File: config.mk
export PLATFORM = sky130hd
export DESIGN_NAME = onewire_crc8
export DESIGN_NICKNAME = d
export VERILOG_FILES = /design/src/rtl/onewire_pkg.sv /design/src/rtl/onewire_crc8.sv
export SDC_FILE = /design/constraint.sdc
export NUM_CORES = 1
export LEC_CHECK = 0
export BUFFER_PORTS_ARGS = -buffer_cell sky130_fd_sc_hd__buf_2
export CAP_MARGIN = 20
export CORE_AREA = 2 2 39 41
export DETAILED_ROUTE_END_ITERATION = 6
export DIE_AREA = 0 0 41 43
export PLACE_DENSITY = 0.59
export REMOVE_ABC_BUFFERS = 1
export SLEW_MARGIN = 20
export SYNTH_ARGS = -nofsm -noshare
export SYNTH_HDL_FRONTEND = slang
export SYNTH_SLANG_ARGS = --single-unit
export TNS_END_PERCENT = 20
File: constraint.sdc
create_clock -name clk -period 0.85 [get_ports clk]
set_input_delay 0 -clock clk [delete_from_list [all_inputs] [get_ports clk]]
set_output_delay 0 -clock clk [all_outputs]
set_load 0.005 [all_outputs]
File: src/rtl/onewire_pkg.sv
// rtl/onewire_pkg.sv - 1-Wire command codes, slot timing and responder state encoding
package onewire_pkg;

  localparam logic [7:0] SKIP_ROM  = 8'hCC;
  localparam logic [7:0] WRITE_SCR = 8'h4E;
  localparam logic [7:0] CONVERT_T = 8'h44;
  localparam logic [7:0] READ_SCR  = 8'hBE;

  localparam int RESET_US     = 480;
  localparam int PRES_WAIT_US = 30;
  localparam int PRES_US      = 120;
  localparam int SLOT_US      = 30;

  localparam logic [2:0] ST_IDLE       = 3'd0;
  localparam logic [2:0] ST_PRES_WAIT  = 3'd1;
  localparam logic [2:0] ST_PRES_DRIVE = 3'd2;
  localparam logic [2:0] ST_ROM_CMD    = 3'd3;
  localparam logic [2:0] ST_FUNC_CMD   = 3'd4;
  localparam logic [2:0] ST_WR_SCR     = 3'd5;
  localparam logic [2:0] ST_RD_SCR     = 3'd6;
  localparam logic [2:0] ST_CONV_POLL  = 3'd7;

  // Dallas CRC8 (x^8+x^5+x^4+1), one LSB-first bit per call
  function automatic logic [7:0] crc8_step(input logic [7:0] crc, input logic b);
    logic fb;
    fb = crc[0] ^ b;
    return {1'b0, crc[7:1]} ^ (fb ? 8'h8C : 8'h00);
  endfunction

endpackage

File: src/rtl/onewire_crc8.sv
// rtl/onewire_crc8.sv - serial Dallas CRC8 accumulator
module onewire_crc8
  import onewire_pkg::*;
(
  input  logic       clk,
  input  logic       rst,
  input  logic       clr,
  input  logic       en,
  input  logic       bit_i,
  output logic [7:0] crc_o
);

  logic [7:0] crc_q, crc_d;

  always_comb begin
    crc_d = crc_q;
    if (clr)
      crc_d = 8'h00;
    else if (en)
      crc_d = crc8_step(crc_q, bit_i);
  end

  always_ff @(posedge clk) begin
    if (rst) crc_q <= 8'h00;
    else     crc_q <= crc_d;
  end

  assign crc_o = crc_q;

endmodule

After elaboration in Yosys (flattened, before gate mapping)
Index checks and enable logic that the tools add are counted.
{"block": "classes", "addsub": 0, "n_mul": 0, "div": 0, "n_lt_le_gt_ge": 0, "n_eq_ne": 0, "n_shift": 0, "mux": 1, "bitwise_logic": 2, "n_reduce_logical": 1}
{"operator": "$mux W8", "count": 1}
{"operator": "$xor A7 B8 Y8", "count": 1}
{"operator": "$reduce_or A2 Y1", "count": 1}
{"operator": "$xor A1 B1 Y1", "count": 1}
{"block": "word_totals", "regBits": 8, "latchBits": 0, "ram_bits": 0, "rom_bits": 0, "in_bits": 5, "output_inout_bits": 8, "word_cells": 5, "mem_count": 0}

Logic depth before layout (Yosys ltp)
{"block": "depth", "depth_word": 3, "mapped_depth": 3}

Worst setup path after synthesis
No wires, ideal clock.
{"block": "synth_path", "kind": "reg-to-reg", "from": "register crc_q[0], in the netlist crc_o[0]", "to": "register crc_q[3], in the netlist crc_o[3]", "setup_ns": 0.062, "arrival_time_ns": 0.786, "required_time_ns": 0.788, "slack_ns": 0.001, "path_stages_with_launch": 4, "path_buffers": 0, "path_cell_list": "dfxtp_1 > xnor2_1 > nand4_1 > nand3_1"}
{"block": "synth_via", "elab_chain_cells": 3}
{"item": "start, declared", "line_no": "onewire_crc8.sv:13", "text": "logic [7:0] crc_q, crc_d;"}
{"item": "start signal, assigned", "line_no": "onewire_crc8.sv:25", "text": "else crc_q <= crc_d;"}
{"item": "$xor A1 B1 Y1", "line_no": "onewire_pkg.sv:26", "text": "fb = crc[0] ^ b;"}
{"item": "$mux W8", "line_no": "onewire_pkg.sv:27", "text": "return {1'b0, crc[7:1]} ^ (fb ? 8'h8C : 8'h00);"}
{"item": "$xor A7 B8 Y8", "line_no": "onewire_pkg.sv:27"}
Every way passes these cells.
A chain may end at the register's enable or synchronous reset.

Worst setup path in the final report
{"block": "layout_path", "from": "register crc_q[0], in the netlist crc_o[0]", "to": "register crc_q[2], in the netlist crc_o[2]"}
The elaborated chain is that of the path after synthesis.

==> reports/metrics.cfg <==
[outcome]
outcome=finished, final reports clean

[timing]
tightest_slew_ps=379.1
clock.fmax_mhz=1218
finalMaxSlewViolations=0
fin_worst_skew_ps=1.929
hold-worst-slack_ps=129.7
fin_crit_sh_pct=96.61
period_needed_ps=821.2
rsz0062_at_grt=yes
setup_viol=0
hold_viol=0
slew_headroom_pct=74.63

[detailed_routing]
drt_iter0_markers=2
via_count=289
wl_per_cell_um=11.08
dr.pass1.iters=2
detail-route-antenna-nets=0
drc=0
wirelength_um=698
viasPerCell=4.587

[finish]
fillers=149
area_growth_pct=33.82
seqCellArea_um2=163.9
largest_register_ffs=8
final_cells=63
multiInputGateArea_um2=193.9
antenna_cells=0
finalNetCount=54
drive_above_1_share_pct=40.43

[run]
maxCapViolations=0

[logic_synthesis]
synth-async-reset-ratio_pct=0
synthTopCellsByCount=dfxtp_1, nor2_1, mux2i_1
ys.flop_type=dfxtp_1
synth_area_leaders=dfxtp_1, mux2i_1, nor2_1
netlist_instances=34
ys_types=13
syn_area_um2=344.1
synth_edf_count=0
yosysMostFrequentCell=dfxtp_1
yosys_warnings=0
syn_avg_cell_area_um2=10.12
synth_top_area_share_pct=46.55
synth.yosys.seq_area_share_pct=46.55
ys_ff_latch=8
synth_top_cell_by_area=dfxtp_1

[placement]
io_buffers=12
dp.cells=61
gp_congestion=0.6550
hpwl_um=499.5

[floorplan]
fp.coreArea_um2=1384
dieHeight_um=43
die_x_um=41
ioPinCount=13
start_util_pct=24.86
rows=14
die_area_um2=1763

[critical_path]
path_cells=xor2_2 > nand4b_1 > nand3_1
critPathArrivalTime_ps=960
worst_path_largest_cell_delay_ps=370
ff2ff_setup_slack_ps=30
reg2reg_depth=3
critical_path_buf_inv_count=0
cp-start-kind=flop
startpoint=crc_o[0]
cpMaxStageDelayCell=dfxtp_4
endpoint_kind=flop
path_class=flop to flop
regToRegStartpoint=crc_o[0]
critical_path_depth=3
crit_fanout=4
worstPathRequired_ps=990
crit_family=flip-flops
r2r-end=crc_o[2]

[cts]
clkLatencyLatePin_ps=250
post-cts-setup-buffers=0
cts_max_level=1
cts_tree=done
cts_max_path_buffers=2
path_clk_slew_ps=60
cts_buffers=3
cts_num_sinks=8
cts_root_buffer=clkbuf_4

[global_routing]
grt_overflow=0
grt_usage_pct=9.164
antenna_found_initial=0
grt_pass1_vias=260
grt_max_degree=14
grt_pass1_wl_um=1062

[pwr]
powerDensity_nw_per_um2=1626
ir_worst_vdd_v=0.0005427
cellLeakagePower_nw=0.2082

[min_path]
hp-start=rst
hold_path_class=primary input to flop
hold_end=crc_o[3]
hold_depth=4

-- metrics by stage --
| stage | setup WS [ps] | util (%) | TNS [ps] | power, mW | area [um2] |
|---|---|---|---|---|---|
| finish | 28.81 | 33.27 | 0 | 0.7488 | 460.4 |
| global route | -42.05 | 33.27 | -56.51 | 0.8051 | 460.4 |
| CTS | 6.000 | 31.74 | 0 | 0.7659 | 439.2 |
| detailed placement | -54.87 | 30.02 | -96.60 | 0.4557 | 415.4 |
| global placement | -24.69 | 30.02 | -35.63 | 0.4548 | 415.4 |
| floorplan | 1.487 | - | 0 | 0.4234 | 327.8 |
-- metal layers --
| layer | vias to the layer above | share of wire [%] | GRT usage (%) |
|---|---|---|---|
| li1 | 145 | - | - |
| met4 | 0 | 0 | 8.000 |
| met2 | 5 | 52 | 10.94 |
| met5 | - | 0 | 0 |
| met1 | 139 | 46 | 13.31 |
| met3 | 0 | 2.4 | 1.571 |
-- worst max-delay path by stage --
| stage | end | slack [ps] |
|---|---|---|
| 2_1_floorplan | crc_o[3] | 1 |
| 3_3_place_gp | crc_o[3] | -20 |
| 3_5_place_dp | crc_o[2] | -50 |
| 4_1_cts | crc_o[2] | 6 |
| 5_1_grt | crc_o[3] | -40 |
| 6_report | crc_o[2] | 30 |
-- logic make-up (layout without fill, tap and decap cells) --
family                 Yosys count  after routing  share of synthesized area [%]
AND/OR/NAND/NOR                 16             16                          25.46
flip-flops                       8              8                          46.54
multiplexers                     5              5                          14.55
XOR/XNOR                         2              2                          5.092
buffers and inverters            2             15                          4.726
AO/OA/AOI/OAI                    1              1                          3.636
-- cells in the final DEF, fill, tap and decap left out, drive strengths merged --
| cell type | Yosys | routed |
|---|---|---|
| nor2 | 7 | 7 |
| clkbuf | 0 | 3 |
| or2 | 1 | 1 |
| nand3b | 2 | 2 |
| buf | 2 | 12 |
| a211oi | 1 | 1 |
| dfxtp | 8 | 8 |
| xnor2 | 1 | 1 |
| nand4 | 2 | 2 |
| mux2i | 5 | 5 |
| nand3 | 2 | 2 |
| xor2 | 1 | 1 |
| nand4b | 2 | 2 |
-- report_power, final --
part           switching, mW  total [mW]  internal [mW]  leakage, nW
combinational         0.0367      0.0682         0.0314        0.129
clock                  0.134       0.296          0.162       0.0138
sequential           0.00576       0.384          0.379       0.0656
-- worst register-to-register path: cells and delay by family, from the launching register on --
kind | cells | cell delay [ps]
XOR/XNOR | 1 | 180
flip-flops | 1 | 370
AND/OR/NAND/NOR | 2 | 150
-- final cells by class --
type	count	area share, %
multi-input combinational	24	42.12
sequential	8	35.60
timing repair buffer	12	13.04
clock buffer	3	4.891
tap	16	4.348
-- repair_timing --
action	CTS	global route
pin swaps	0	1
endpoints found under the hold margin	0	0
gates resized for setup	2	3
hold buffers	0	0
endpoints found under the setup margin	4	2
No activity file was read; power rests on OpenSTA's default activity.
